File: src/rtl/opendap_apb_arb2_pkg.sv
// rtl/opendap_apb_arb2_pkg.sv - shared types and helpers for the two-requester APB arbiter
//
// Contents:
//   W_ADDR_DEF / W_DATA_DEF  default bus widths used by the interface and the top
//   state_e                  transfer sequencer states IDLE -> SETUP -> ACCESS -> RESP
//   port_e                   requester identifier (A or B), used for grant and priority
//   other_port()             the requester that is not p
//   rr_pick()                two-way round-robin choice between pending requesters
package opendap_apb_arb2_pkg;

  localparam int W_ADDR_DEF = 8;
  localparam int W_DATA_DEF = 32;

  typedef enum logic [1:0] {
    ST_IDLE   = 2'd0,
    ST_SETUP  = 2'd1,
    ST_ACCESS = 2'd2,
    ST_RESP   = 2'd3
  } state_e;

  typedef enum logic {
    PORT_A = 1'b0,
    PORT_B = 1'b1
  } port_e;

  function automatic port_e other_port(input port_e p);
    return (p == PORT_A) ? PORT_B : PORT_A;
  endfunction

  // Both pending: the priority holder wins. One pending: it wins.
  // Neither pending: result is don't-care, callers only use it when a request exists.
  function automatic port_e rr_pick(input logic req_a, input logic req_b, input port_e prio);
    if (req_a && req_b) begin
      return prio;
    end
    return req_b ? PORT_B : PORT_A;
  endfunction

endpackage

File: src/rtl/opendap_apb_arb2_if.sv
// rtl/opendap_apb_arb2_if.sv - APB bus bundle used for both requester and completer ports
//
// Signals:
//   psel, penable, pwrite, paddr, pwdata   driven by the requester side
//   prdata, pready, pslverr                driven by the completer side
// Modports:
//   master  the side that issues transfers (the arbiter's downstream port)
//   slave   the side that answers transfers (the arbiter's upstream ports)
interface opendap_apb_arb2_if
  import opendap_apb_arb2_pkg::*;
#(
  parameter int W_ADDR = W_ADDR_DEF,
  parameter int W_DATA = W_DATA_DEF
) ();

  logic              psel;
  logic              penable;
  logic              pwrite;
  logic [W_ADDR-1:0] paddr;
  logic [W_DATA-1:0] pwdata;
  logic [W_DATA-1:0] prdata;
  logic              pready;
  logic              pslverr;

  modport master (
    output psel,
    output penable,
    output pwrite,
    output paddr,
    output pwdata,
    input  prdata,
    input  pready,
    input  pslverr
  );

  modport slave (
    input  psel,
    input  penable,
    input  pwrite,
    input  paddr,
    input  pwdata,
    output prdata,
    output pready,
    output pslverr
  );

endinterface

File: src/rtl/opendap_apb_arb2.sv
// rtl/opendap_apb_arb2.sv - round-robin arbiter sharing one APB completer between two requesters
//
// Ports:
//   clk     single clock for all three buses
//   rst_n   asynchronous active-low reset (synchronised externally)
//   a       requester A upstream port (slave modport): psel/pwrite/paddr/pwdata in,
//           prdata/pready/pslverr out; penable is not used
//   b       requester B upstream port, same as a
//   m       downstream completer port (master modport)
//
// One transfer is in flight at a time. Every downstream request field and every
// upstream response field comes straight from a flop, so no combinational path
// crosses the arbiter in either direction.
module opendap_apb_arb2
  import opendap_apb_arb2_pkg::*;
#(
  parameter int W_ADDR = W_ADDR_DEF,
  parameter int W_DATA = W_DATA_DEF
) (
  input  logic                     clk,
  input  logic                     rst_n,
  opendap_apb_arb2_if.slave        a,
  opendap_apb_arb2_if.slave        b,
  opendap_apb_arb2_if.master       m
);

  state_e            state_q,     state_d;
  port_e             grant_q,     grant_d;
  port_e             prio_q,      prio_d;
  port_e             win;

  logic              m_psel_q,    m_psel_d;
  logic              m_penable_q, m_penable_d;
  logic              m_pwrite_q,  m_pwrite_d;
  logic [W_ADDR-1:0] m_paddr_q,   m_paddr_d;
  logic [W_DATA-1:0] m_pwdata_q,  m_pwdata_d;

  logic              a_pready_q,  a_pready_d;
  logic              a_pslverr_q, a_pslverr_d;
  logic [W_DATA-1:0] a_prdata_q,  a_prdata_d;
  logic              b_pready_q,  b_pready_d;
  logic              b_pslverr_q, b_pslverr_d;
  logic [W_DATA-1:0] b_prdata_q,  b_prdata_d;

  // Requesters present valid setup-phase fields with psel alone, so penable
  // carries no information for the arbiter.
  logic              unused_penable;
  assign unused_penable = a.penable ^ b.penable;

  always_ff @(posedge clk or negedge rst_n) begin
    if (!rst_n) begin
      state_q     <= ST_IDLE;
      grant_q     <= PORT_A;
      prio_q      <= PORT_A;
      m_psel_q    <= 1'b0;
      m_penable_q <= 1'b0;
      m_pwrite_q  <= 1'b0;
      m_paddr_q   <= '0;
      m_pwdata_q  <= '0;
      a_pready_q  <= 1'b0;
      a_pslverr_q <= 1'b0;
      a_prdata_q  <= '0;
      b_pready_q  <= 1'b0;
      b_pslverr_q <= 1'b0;
      b_prdata_q  <= '0;
    end else begin
      state_q     <= state_d;
      grant_q     <= grant_d;
      prio_q      <= prio_d;
      m_psel_q    <= m_psel_d;
      m_penable_q <= m_penable_d;
      m_pwrite_q  <= m_pwrite_d;
      m_paddr_q   <= m_paddr_d;
      m_pwdata_q  <= m_pwdata_d;
      a_pready_q  <= a_pready_d;
      a_pslverr_q <= a_pslverr_d;
      a_prdata_q  <= a_prdata_d;
      b_pready_q  <= b_pready_d;
      b_pslverr_q <= b_pslverr_d;
      b_prdata_q  <= b_prdata_d;
    end
  end

  always_comb begin
    state_d     = state_q;
    grant_d     = grant_q;
    prio_d      = prio_q;
    m_psel_d    = m_psel_q;
    m_penable_d = m_penable_q;
    m_pwrite_d  = m_pwrite_q;
    m_paddr_d   = m_paddr_q;
    m_pwdata_d  = m_pwdata_q;
    // pready is a single-cycle pulse; response data holds between pulses.
    a_pready_d  = 1'b0;
    a_pslverr_d = a_pslverr_q;
    a_prdata_d  = a_prdata_q;
    b_pready_d  = 1'b0;
    b_pslverr_d = b_pslverr_q;
    b_prdata_d  = b_prdata_q;

    win = rr_pick(a.psel, b.psel, prio_q);

    case (state_q)
      ST_IDLE: begin
        if (a.psel || b.psel) begin
          grant_d  = win;
          m_psel_d = 1'b1;
          state_d  = ST_SETUP;
          if (win == PORT_B) begin
            m_pwrite_d = b.pwrite;
            m_paddr_d  = b.paddr;
            m_pwdata_d = b.pwdata;
          end else begin
            m_pwrite_d = a.pwrite;
            m_paddr_d  = a.paddr;
            m_pwdata_d = a.pwdata;
          end
        end
      end

      // Fixed one-cycle setup phase; m.pready seen here is deliberately ignored.
      ST_SETUP: begin
        m_penable_d = 1'b1;
        state_d     = ST_ACCESS;
      end

      ST_ACCESS: begin
        if (m.pready) begin
          m_psel_d    = 1'b0;
          m_penable_d = 1'b0;
          state_d     = ST_RESP;
          if (grant_q == PORT_B) begin
            b_pready_d  = 1'b1;
            b_prdata_d  = m.prdata;
            b_pslverr_d = m.pslverr;
          end else begin
            a_pready_d  = 1'b1;
            a_prdata_d  = m.prdata;
            a_pslverr_d = m.pslverr;
          end
        end
      end

      // The granted requester sees its pready pulse during this state. Priority
      // moves to the other port so continuous requesters alternate.
      ST_RESP: begin
        prio_d  = other_port(grant_q);
        state_d = ST_IDLE;
      end

      default: begin
        state_d = ST_IDLE;
      end
    endcase
  end

  assign m.psel    = m_psel_q;
  assign m.penable = m_penable_q;
  assign m.pwrite  = m_pwrite_q;
  assign m.paddr   = m_paddr_q;
  assign m.pwdata  = m_pwdata_q;

  assign a.pready  = a_pready_q;
  assign a.pslverr = a_pslverr_q;
  assign a.prdata  = a_prdata_q;
  assign b.pready  = b_pready_q;
  assign b.pslverr = b_pslverr_q;
  assign b.prdata  = b_prdata_q;

endmodule

File: src/flat_wrapper.sv
// flat-port wrapper written by rule: the top's interface ports become plain ports
module opendap_apb_arb2_flat import opendap_apb_arb2_pkg::*;
#(
  parameter int W_ADDR = W_ADDR_DEF,
  parameter int W_DATA = W_DATA_DEF
)
  (clk, rst_n, a_psel, a_penable, a_pwrite, a_paddr, a_pwdata, a_prdata, a_pready, a_pslverr, b_psel, b_penable, b_pwrite, b_paddr, b_pwdata, b_prdata, b_pready, b_pslverr, m_psel, m_penable, m_pwrite, m_paddr, m_pwdata, m_prdata, m_pready, m_pslverr);
  opendap_apb_arb2_if #(.W_ADDR(W_ADDR), .W_DATA(W_DATA)) a_i ();
  opendap_apb_arb2_if #(.W_ADDR(W_ADDR), .W_DATA(W_DATA)) b_i ();
  opendap_apb_arb2_if #(.W_ADDR(W_ADDR), .W_DATA(W_DATA)) m_i ();
  input  logic clk;
  input  logic rst_n;
  input wire logic [$bits(a_i.psel)-1:0] a_psel;
  input wire logic [$bits(a_i.penable)-1:0] a_penable;
  input wire logic [$bits(a_i.pwrite)-1:0] a_pwrite;
  input wire logic [$bits(a_i.paddr)-1:0] a_paddr;
  input wire logic [$bits(a_i.pwdata)-1:0] a_pwdata;
  output wire logic [$bits(a_i.prdata)-1:0] a_prdata;
  output wire logic [$bits(a_i.pready)-1:0] a_pready;
  output wire logic [$bits(a_i.pslverr)-1:0] a_pslverr;
  input wire logic [$bits(b_i.psel)-1:0] b_psel;
  input wire logic [$bits(b_i.penable)-1:0] b_penable;
  input wire logic [$bits(b_i.pwrite)-1:0] b_pwrite;
  input wire logic [$bits(b_i.paddr)-1:0] b_paddr;
  input wire logic [$bits(b_i.pwdata)-1:0] b_pwdata;
  output wire logic [$bits(b_i.prdata)-1:0] b_prdata;
  output wire logic [$bits(b_i.pready)-1:0] b_pready;
  output wire logic [$bits(b_i.pslverr)-1:0] b_pslverr;
  output wire logic [$bits(m_i.psel)-1:0] m_psel;
  output wire logic [$bits(m_i.penable)-1:0] m_penable;
  output wire logic [$bits(m_i.pwrite)-1:0] m_pwrite;
  output wire logic [$bits(m_i.paddr)-1:0] m_paddr;
  output wire logic [$bits(m_i.pwdata)-1:0] m_pwdata;
  input wire logic [$bits(m_i.prdata)-1:0] m_prdata;
  input wire logic [$bits(m_i.pready)-1:0] m_pready;
  input wire logic [$bits(m_i.pslverr)-1:0] m_pslverr;
  assign a_i.psel = a_psel;
  assign a_i.penable = a_penable;
  assign a_i.pwrite = a_pwrite;
  assign a_i.paddr = a_paddr;
  assign a_i.pwdata = a_pwdata;
  assign a_prdata = a_i.prdata;
  assign a_pready = a_i.pready;
  assign a_pslverr = a_i.pslverr;
  assign b_i.psel = b_psel;
  assign b_i.penable = b_penable;
  assign b_i.pwrite = b_pwrite;
  assign b_i.paddr = b_paddr;
  assign b_i.pwdata = b_pwdata;
  assign b_prdata = b_i.prdata;
  assign b_pready = b_i.pready;
  assign b_pslverr = b_i.pslverr;
  assign m_psel = m_i.psel;
  assign m_penable = m_i.penable;
  assign m_pwrite = m_i.pwrite;
  assign m_paddr = m_i.paddr;
  assign m_pwdata = m_i.pwdata;
  assign m_i.prdata = m_prdata;
  assign m_i.pready = m_pready;
  assign m_i.pslverr = m_pslverr;
  opendap_apb_arb2 #(.W_ADDR(W_ADDR), .W_DATA(W_DATA)) u_core (.clk(clk), .rst_n(rst_n), .a(a_i), .b(b_i), .m(m_i));
endmodule
File: config.mk
export PLATFORM = sky130hd
export DESIGN_NAME = opendap_apb_arb2_flat
export DESIGN_NICKNAME = d
export VERILOG_FILES = /design/src/rtl/opendap_apb_arb2_pkg.sv /design/src/rtl/opendap_apb_arb2_if.sv /design/src/rtl/opendap_apb_arb2.sv /design/src/flat_wrapper.sv
export SDC_FILE = /design/constraint.sdc
export NUM_CORES = 1
export LEC_CHECK = 0
export BUFFER_PORTS_ARGS = -buffer_cell sky130_fd_sc_hd__buf_4
export CORE_UTILIZATION = 24
export CTS_CLUSTER_SIZE = 28
export DETAILED_ROUTE_END_ITERATION = 8
export HOLD_SLACK_MARGIN = 0.02
export SLEW_MARGIN = 5
export SYNTH_ARGS = -nofsm -noshare
export SYNTH_HDL_FRONTEND = slang
export SYNTH_SLANG_ARGS = --single-unit
File: constraint.sdc
create_clock -name clk -period 1.7 [get_ports clk]
set_clock_uncertainty 0.15 [all_clocks]
set_input_delay 0.085 -clock clk [delete_from_list [all_inputs] [get_ports clk]]
set_output_delay 0.085 -clock clk [all_outputs]
set_load 0.02 [all_outputs]
==> results of run 1 <==
## cell usage after synthesis (all sizes together)
library cell / instances / area, µm²
o21a: 1 / 7.51
ha: 6 / 75.1
o21ai: 43 / 215
nand3: 44 / 230
clkbuf: 13 / 48.8
mux2i: 3 / 30.0
and3: 1 / 6.26
nor2: 45 / 169
nand2: 1 / 3.75
a21oi: 2 / 10.0
inv: 6 / 22.5
nor2b: 1 / 6.26
a31oi: 41 / 257
mux2: 67 / 754
nand2b: 1 / 6.26
dfrtp: 115 / 2880
a211oi: 1 / 7.51
buf: 20 / 125
and2b: 1 / 7.51
## power breakdown
group / total [mW] / leakage [nW] / switching, mW / internal (mW)
combinational: 7.49 / 2.47 / 3.84 / 3.65
sequential: 4.88 / 1.34 / 0.745 / 4.13
clock: 3.94 / 0.313 / 1.30 / 2.64
## state kept, by name, summed over array words and instances, names as in the netlist, 2 cells and up
name             cells
u_core.m.paddr       8
u_core.state_q       2
u_core.a.prdata     32
u_core.m.pwdata     32
u_core.b.prdata     32
## stage by stage
step / area [µm²] / setup slack, ns / hold WS, ns
after CTS: 8910 / 0.00907 / 0.0524
after floorplan: 4860 / 0.0390 / -0.361
after global routing: 8990 / -0.000251 / 0.0647
after detailed placement: 7070 / -0.00149 / -0.0553
after global placement: 7070 / 0.0394 / -0.0499
final: 8990 / 0.0785 / 0.0496
## kinds of logic (layout without fill, tap and decap cells)
group,count (synthesis),count (layout)
AOI/OAI and AO/OA,88,88
adders and majority gates,6,6
buffers and inverters,39,414
DFF,115,115
muxes,70,70
and+or+nand+nor,94,94
## layer usage
metal | routed length, µm | track usage, % | part of all wire, %
met5 | 0 | 0 | 0
met3 | 1130 | 5.20 | 7.1
met2 | 8230 | 27.4 | 52
met1 | 6230 | 16.4 | 39
met4 | 296 | 6.26 | 1.9
## final cells by class
cell class                      instances  share of cell area, %
Clock buffer                           19                   4.93
Clock inverter                         13                   2.30
Inverter                                6                  0.250
Multi-Input combinational cell        258                   20.0
Sequential cell                       115                   32.0
Tap cell                              265                   3.69
Timing Repair Buffer                  376                   36.8
## what timing repair did
action,in CTS,in global routing
setup endpoints to repair,1,54
endpoints found under the hold margin,226,0
hold buffers,119,0
gates resized for setup,1,6
gates cloned,0,2
buffers inserted,0,1
## worst max-delay path, cell delays in order (launching register included)
cell	delay (ns)
dfrtp_2	0.44
inv_2	0.08
ha_2	0.20
o21a_4	0.26
buf_12	0.13
clkbuf_16	0.15
a31oi_1	0.08
## worst paths after layout
kind | from | end | slack, ns
worst min register to register | u_core.m.penable | u_core.m.penable | 0.34
worst max-delay path | u_core.state_q[1] | u_core.m.paddr[7] | 0.08
min in group clk | m_prdata[30] | u_core.b.prdata[30] | 0.31
max in group asynchronous | rst_n | u_core.b.prdata[6] | 0.80
worst min-delay path | rst_n | u_core.a.prdata[17] | 0.05
worst max register to register | u_core.state_q[1] | u_core.m.paddr[7] | 0.08
==> flow_summary_export.csv, run 1 <==
group,metric,value,unit
layout,nFillCells,1805,
clock_network,cts.clk_slew.worst_paths,0.06,ns
logic_synthesis,syn_inst,412,
job,cap_viol_max_count,0,
route,wl_per_cell,15.1,µm
layout,areaGrowthSynthToFinish,85.0,%
global_routing,overflow,0,
power,finalPower,16.3,mW
critical_path,path_max_fanout,16,
layout,mostFrequentLayoutCells,"242 x buf_4, 119 x dlygate4sd3_1, 114 x dfrtp_1",
place,dp.cells,898,
timing,max_freq,617,MHz
route,drcViolationCount,0,
floorplanning,die_w,144,µm
logic_synthesis,synth_compound_area_share,10.2,%
floorplanning,die_area,20800,µm²
layout,fin_util,45.8,%
timing,fin_crit_sh,95.4,%
route,routed_wl,15.9,mm
global_routing,antenna_found_initial,0,
logic_synthesis,syn_nets,540,
timing,setup_tns,0,ns
hold_path,hp-class,"in -> async",
clock_network,insertion_delay,0.41,ns
clock_network,cts_htree_levels,4,
logic_synthesis,ys_ff_latch,115,
critical_path,critPathArrivalTime,1.75,ns
critical_path,cp_data_required_time,1.83,ns
timing,hold_violations,0,
clock_network,cts.sinks,115,
route,drt_iter0_drc,145,
floorplanning,rows,51,
layout,finalNonFillerCells,1052,
power,power.density,1810,nW/µm²
clock_network,cts.path.max_buffers,2,
global_routing,grt_util_all_layers,15.3,%
logic_synthesis,synth_area,4860,µm²
logic_synthesis,synth_xor_area_share,0,%
floorplanning,io_pins,233,
clock_network,cts_inserted_buffers,17,
layout,multi_input_area,1800,µm²
place,dp_hpwl,9.85,mm
route,first_pass_iters,4,
floorplanning,core,19700,µm²
timing,rsz0062_at_grt,"yes",
global_routing,grt_pass1_wl,24.2,mm
layout,regArea,2880,µm²
layout,diodes,0,
global_routing,grt_max_degree,42,
route,ant_nets,0,
logic_synthesis,avgSynthCellArea,11.8,µm²
floorplanning,initial_core_util,24.7,%
timing,slew_viol_final,0,
logic_synthesis,yosys_warnings,0,
critical_path,start_kind,"flip-flop",
route,via_per_inst,4.40,
layout,nNetsFinal,902,
timing,final-setup-viol-count,0,
power,irDropWorstVdd,723,µV
logic_synthesis,synthSimpleGateAreaFrac,8.83,%
critical_path,crit_path_end_kind,"flip-flop",
layout,final_common_cell,"buf_4",
logic_synthesis,synthAdderAreaFrac,1.54,%
logic_synthesis,synth_top_family_by_area,"multiplexers",
timing,max_slew_margin,66.5,%
floorplanning,die_y,144,µm
route,vias,4629,
run_status,status,"completed",
layout,drive_gt1_share,46.3,%
clock_network,clock-root-buffer,"clkbuf_16",
timing,worstMarginPinSlew,0.502,ns
critical_path,reg2reg_depth,6,
clock_network,cts_tree,"yes",
place,portBuffers,230,
timing,finalCriticalPeriod,1.62,ns
power,leakage,4.13,nW
logic_synthesis,seq_area_frac_synth,59.2,%
global_routing,grt_pass1_vias,4843,
logic_synthesis,muxShareOfSynthArea,16.1,%
logic_synthesis,ys_types,22,
place,gp_congestion,0.768,
critical_path,setup.worst_path.class,"reg -> reg",
No activity file was read; power rests on OpenSTA's default activity.
==> inputs of run 2 (changes only) <==
--- a/config.mk
+++ b/config.mk
@@ -11,4 +11,5 @@
 export DETAILED_ROUTE_END_ITERATION = 8
 export HOLD_SLACK_MARGIN = 0.02
+export PLACE_DENSITY = 0.53
 export SLEW_MARGIN = 5
 export SYNTH_ARGS = -nofsm -noshare
==> constraint.sdc (replaced) <==
create_clock -name clk -period 1.7 [get_ports clk]
set_clock_uncertainty 0.15 [all_clocks]
set_input_delay 0 -clock clk [delete_from_list [all_inputs] [get_ports clk]]
set_output_delay 0 -clock clk [all_outputs]
set_load 0.02 [all_outputs]
==> run 2 against run 1 <==
Utilization decreased by 0.80 points. Register-to-register slack worse by 0.02 ns. First-iteration DRC count grew 51%. Combinational power down 2%. Highest routed layer unchanged. Non-clock buffer count decreased by 10. Maximum frequency fell by 0.96%. Routed wire length decreased by 4.1%. Largest cell class unchanged. Critical path depth down 1. Via count is 0.30% lower. Final cell count shrank 0.95%.
==> flow_summary_export.csv, run 2 (synthesis results as in run 1) <==
group,metric,value,unit
place,place_area,6970,µm²
timing,hold-worst-slack,0.234,ns
clock_network,cts.sinks,115,
floorplanning,rows,51,
layout,final_cell_area,8830,µm²
clock_network,cts_setup_buffers,0,
clock_network,insertion_delay,0.40,ns
floorplanning,die_w,144,µm
global_routing,overflow,0,
critical_path,path_max_fanout,17,
route,drcViolationCount,0,
job,cap_viol_max_count,0,
floorplanning,core,19700,µm²
floorplanning,die_y,144,µm
critical_path,cp_data_required_time,1.84,ns
place,dp_hpwl,9.81,mm
timing,rsz0062_at_grt,"no",
global_routing,antenna_found_initial,0,
critical_path,crit_path_end_kind,"flip-flop",
clock_network,cts_tree,"yes",
critical_path,cp_slowest_cell,"dfrtp_1",
timing,max_freq,611,MHz
run_status,status,"completed",
layout,mostFrequentLayoutCells,"235 x buf_4, 120 x dlygate4sd3_1, 115 x dfrtp_1",
clock_network,cts_inserted_buffers,17,
route,wl_per_cell,14.6,µm
floorplanning,initial_core_util,24.7,%
floorplanning,io_pins,233,
clock_network,clock-root-buffer,"clkbuf_16",
timing,setup_tns,0,ns
timing,finalCriticalPeriod,1.64,ns
layout,final_common_cell,"buf_4",
layout,fin_util,45.0,%
critical_path,critPathArrivalTime,1.77,ns
layout,nNetsFinal,892,
critical_path,cp_cell_sequence,"inv_2 > ha_2 > nand3_2 > buf_12 > mux2_2",
critical_path,setup.worst_path.class,"reg -> reg",
layout,diodes,0,
power,power.density,1800,nW/µm²
global_routing,grt_pass1_vias,4919,
route,first_pass_iters,4,
route,routed_wl,15.2,mm
timing,worstMarginPinSlew,0.453,ns
timing,slew_viol_final,0,
timing,hold_violations,0,
clock_network,cts.path.max_buffers,2,
hold_path,hp-class,"in -> reg",
timing,fin_crit_sh,96.3,%
route,ant_nets,0,
global_routing,grt_max_degree,50,
route,drt_iter0_drc,219,
timing,final-setup-viol-count,0,
route,via_per_inst,4.43,
power,irDropWorstVdd,688,µV
global_routing,grt_pass1_wl,23.8,mm
floorplanning,die_area,20800,µm²
clock_network,cts.clk_slew.worst_paths,0.05,ns
global_routing,grt_util_all_layers,14.8,%
layout,areaGrowthSynthToFinish,81.8,%
place,portBuffers,230,
place,gp_congestion,0.762,
timing,max_slew_margin,69.8,%
clock_network,cts_htree_levels,4,
route,vias,4615,
critical_path,slowest_delay,0.39,ns
power,leakage,4.06,nW
layout,drive_gt1_share,44.9,%
critical_path,start_kind,"flip-flop",
power,finalPower,15.9,mW
run 2: changes by cell type in the layout (fill, tap and decap cells not counted), moves of 2 or more:
cell / before / now
buf_4: 242 / 235
buf_12: 12 / 9
bufinv_16: 5 / 3
clkinvlp_4: 2 / 0
clkbuf_1: 1 / 3
clkbuf_16: 19 / 17
clkbuf_8: 1 / 3
run 2: layout make-up:
cell class	instances	area, µm²
multi-input cells	258	1810
well taps	265	332
flip-flops and latches	115	2880
inverters	6	22.5
clock buffers	23	478
clock inverters	9	128
repair buffers	366	3190
fillers	1849	10800
run 2: worst paths after layout:
kind                                         from             endpoint  slack, ns  cells past startpoint
worst max-delay path            u_core.state_q[0]   u_core.b.prdata[9]       0.06                      5
worst min-delay path                 m_prdata[29]  u_core.b.prdata[29]       0.23                      3
worst max register to register  u_core.state_q[0]   u_core.b.prdata[9]       0.06                      5
worst min register to register   u_core.m.penable     u_core.m.penable       0.34                      2
max in group asynchronous                   rst_n   u_core.a.prdata[7]       0.32                      4
min in group asynchronous                   rst_n  u_core.b.prdata[20]       0.46                      3
run 2: power breakdown:
group	total [mW]	switching, mW	internal, mW
logic	7.36	3.79	3.57
registers	4.88	0.747	4.13
clock network	3.65	1.24	2.42
total	15.9	5.78	10.1
run 2: stage by stage:
stage / setup slack [ns] / instances
after floorplan: 0.0390 / 412
after global placement: 0.00767 / 889
after detailed placement: -0.0782 / 889
after CTS: -0.0149 / 1042
after global routing: 0.00401 / 1042
final: 0.0628 / 1042
run 2: layer usage:
layer	part of all wire [%]	vias up	track usage, %
li1	-	2177	-
met1	39	2217	16.3
met2	51	189	25.2
met3	6.7	32	4.57
met4	2.9	0	7.92
met5	0	-	0
run 2: what timing repair did:
| action | in CTS | in global routing |
|---|---|---|
| setup endpoints to repair | 45 | 102 |
| cloned | 1 | 0 |
| hold buffers | 120 | 0 |
| endpoints found under the hold margin | 228 | 0 |
| resized for setup | 2 | 5 |
run 2: critical path, delay by kind of cell, from the launching register on:
family | cells | cell delay [ns]
buffers and inverters | 2 | 0.32
adders and majority gates | 1 | 0.23
DFF | 1 | 0.39
and+or+nand+nor | 1 | 0.15
muxes | 1 | 0.28
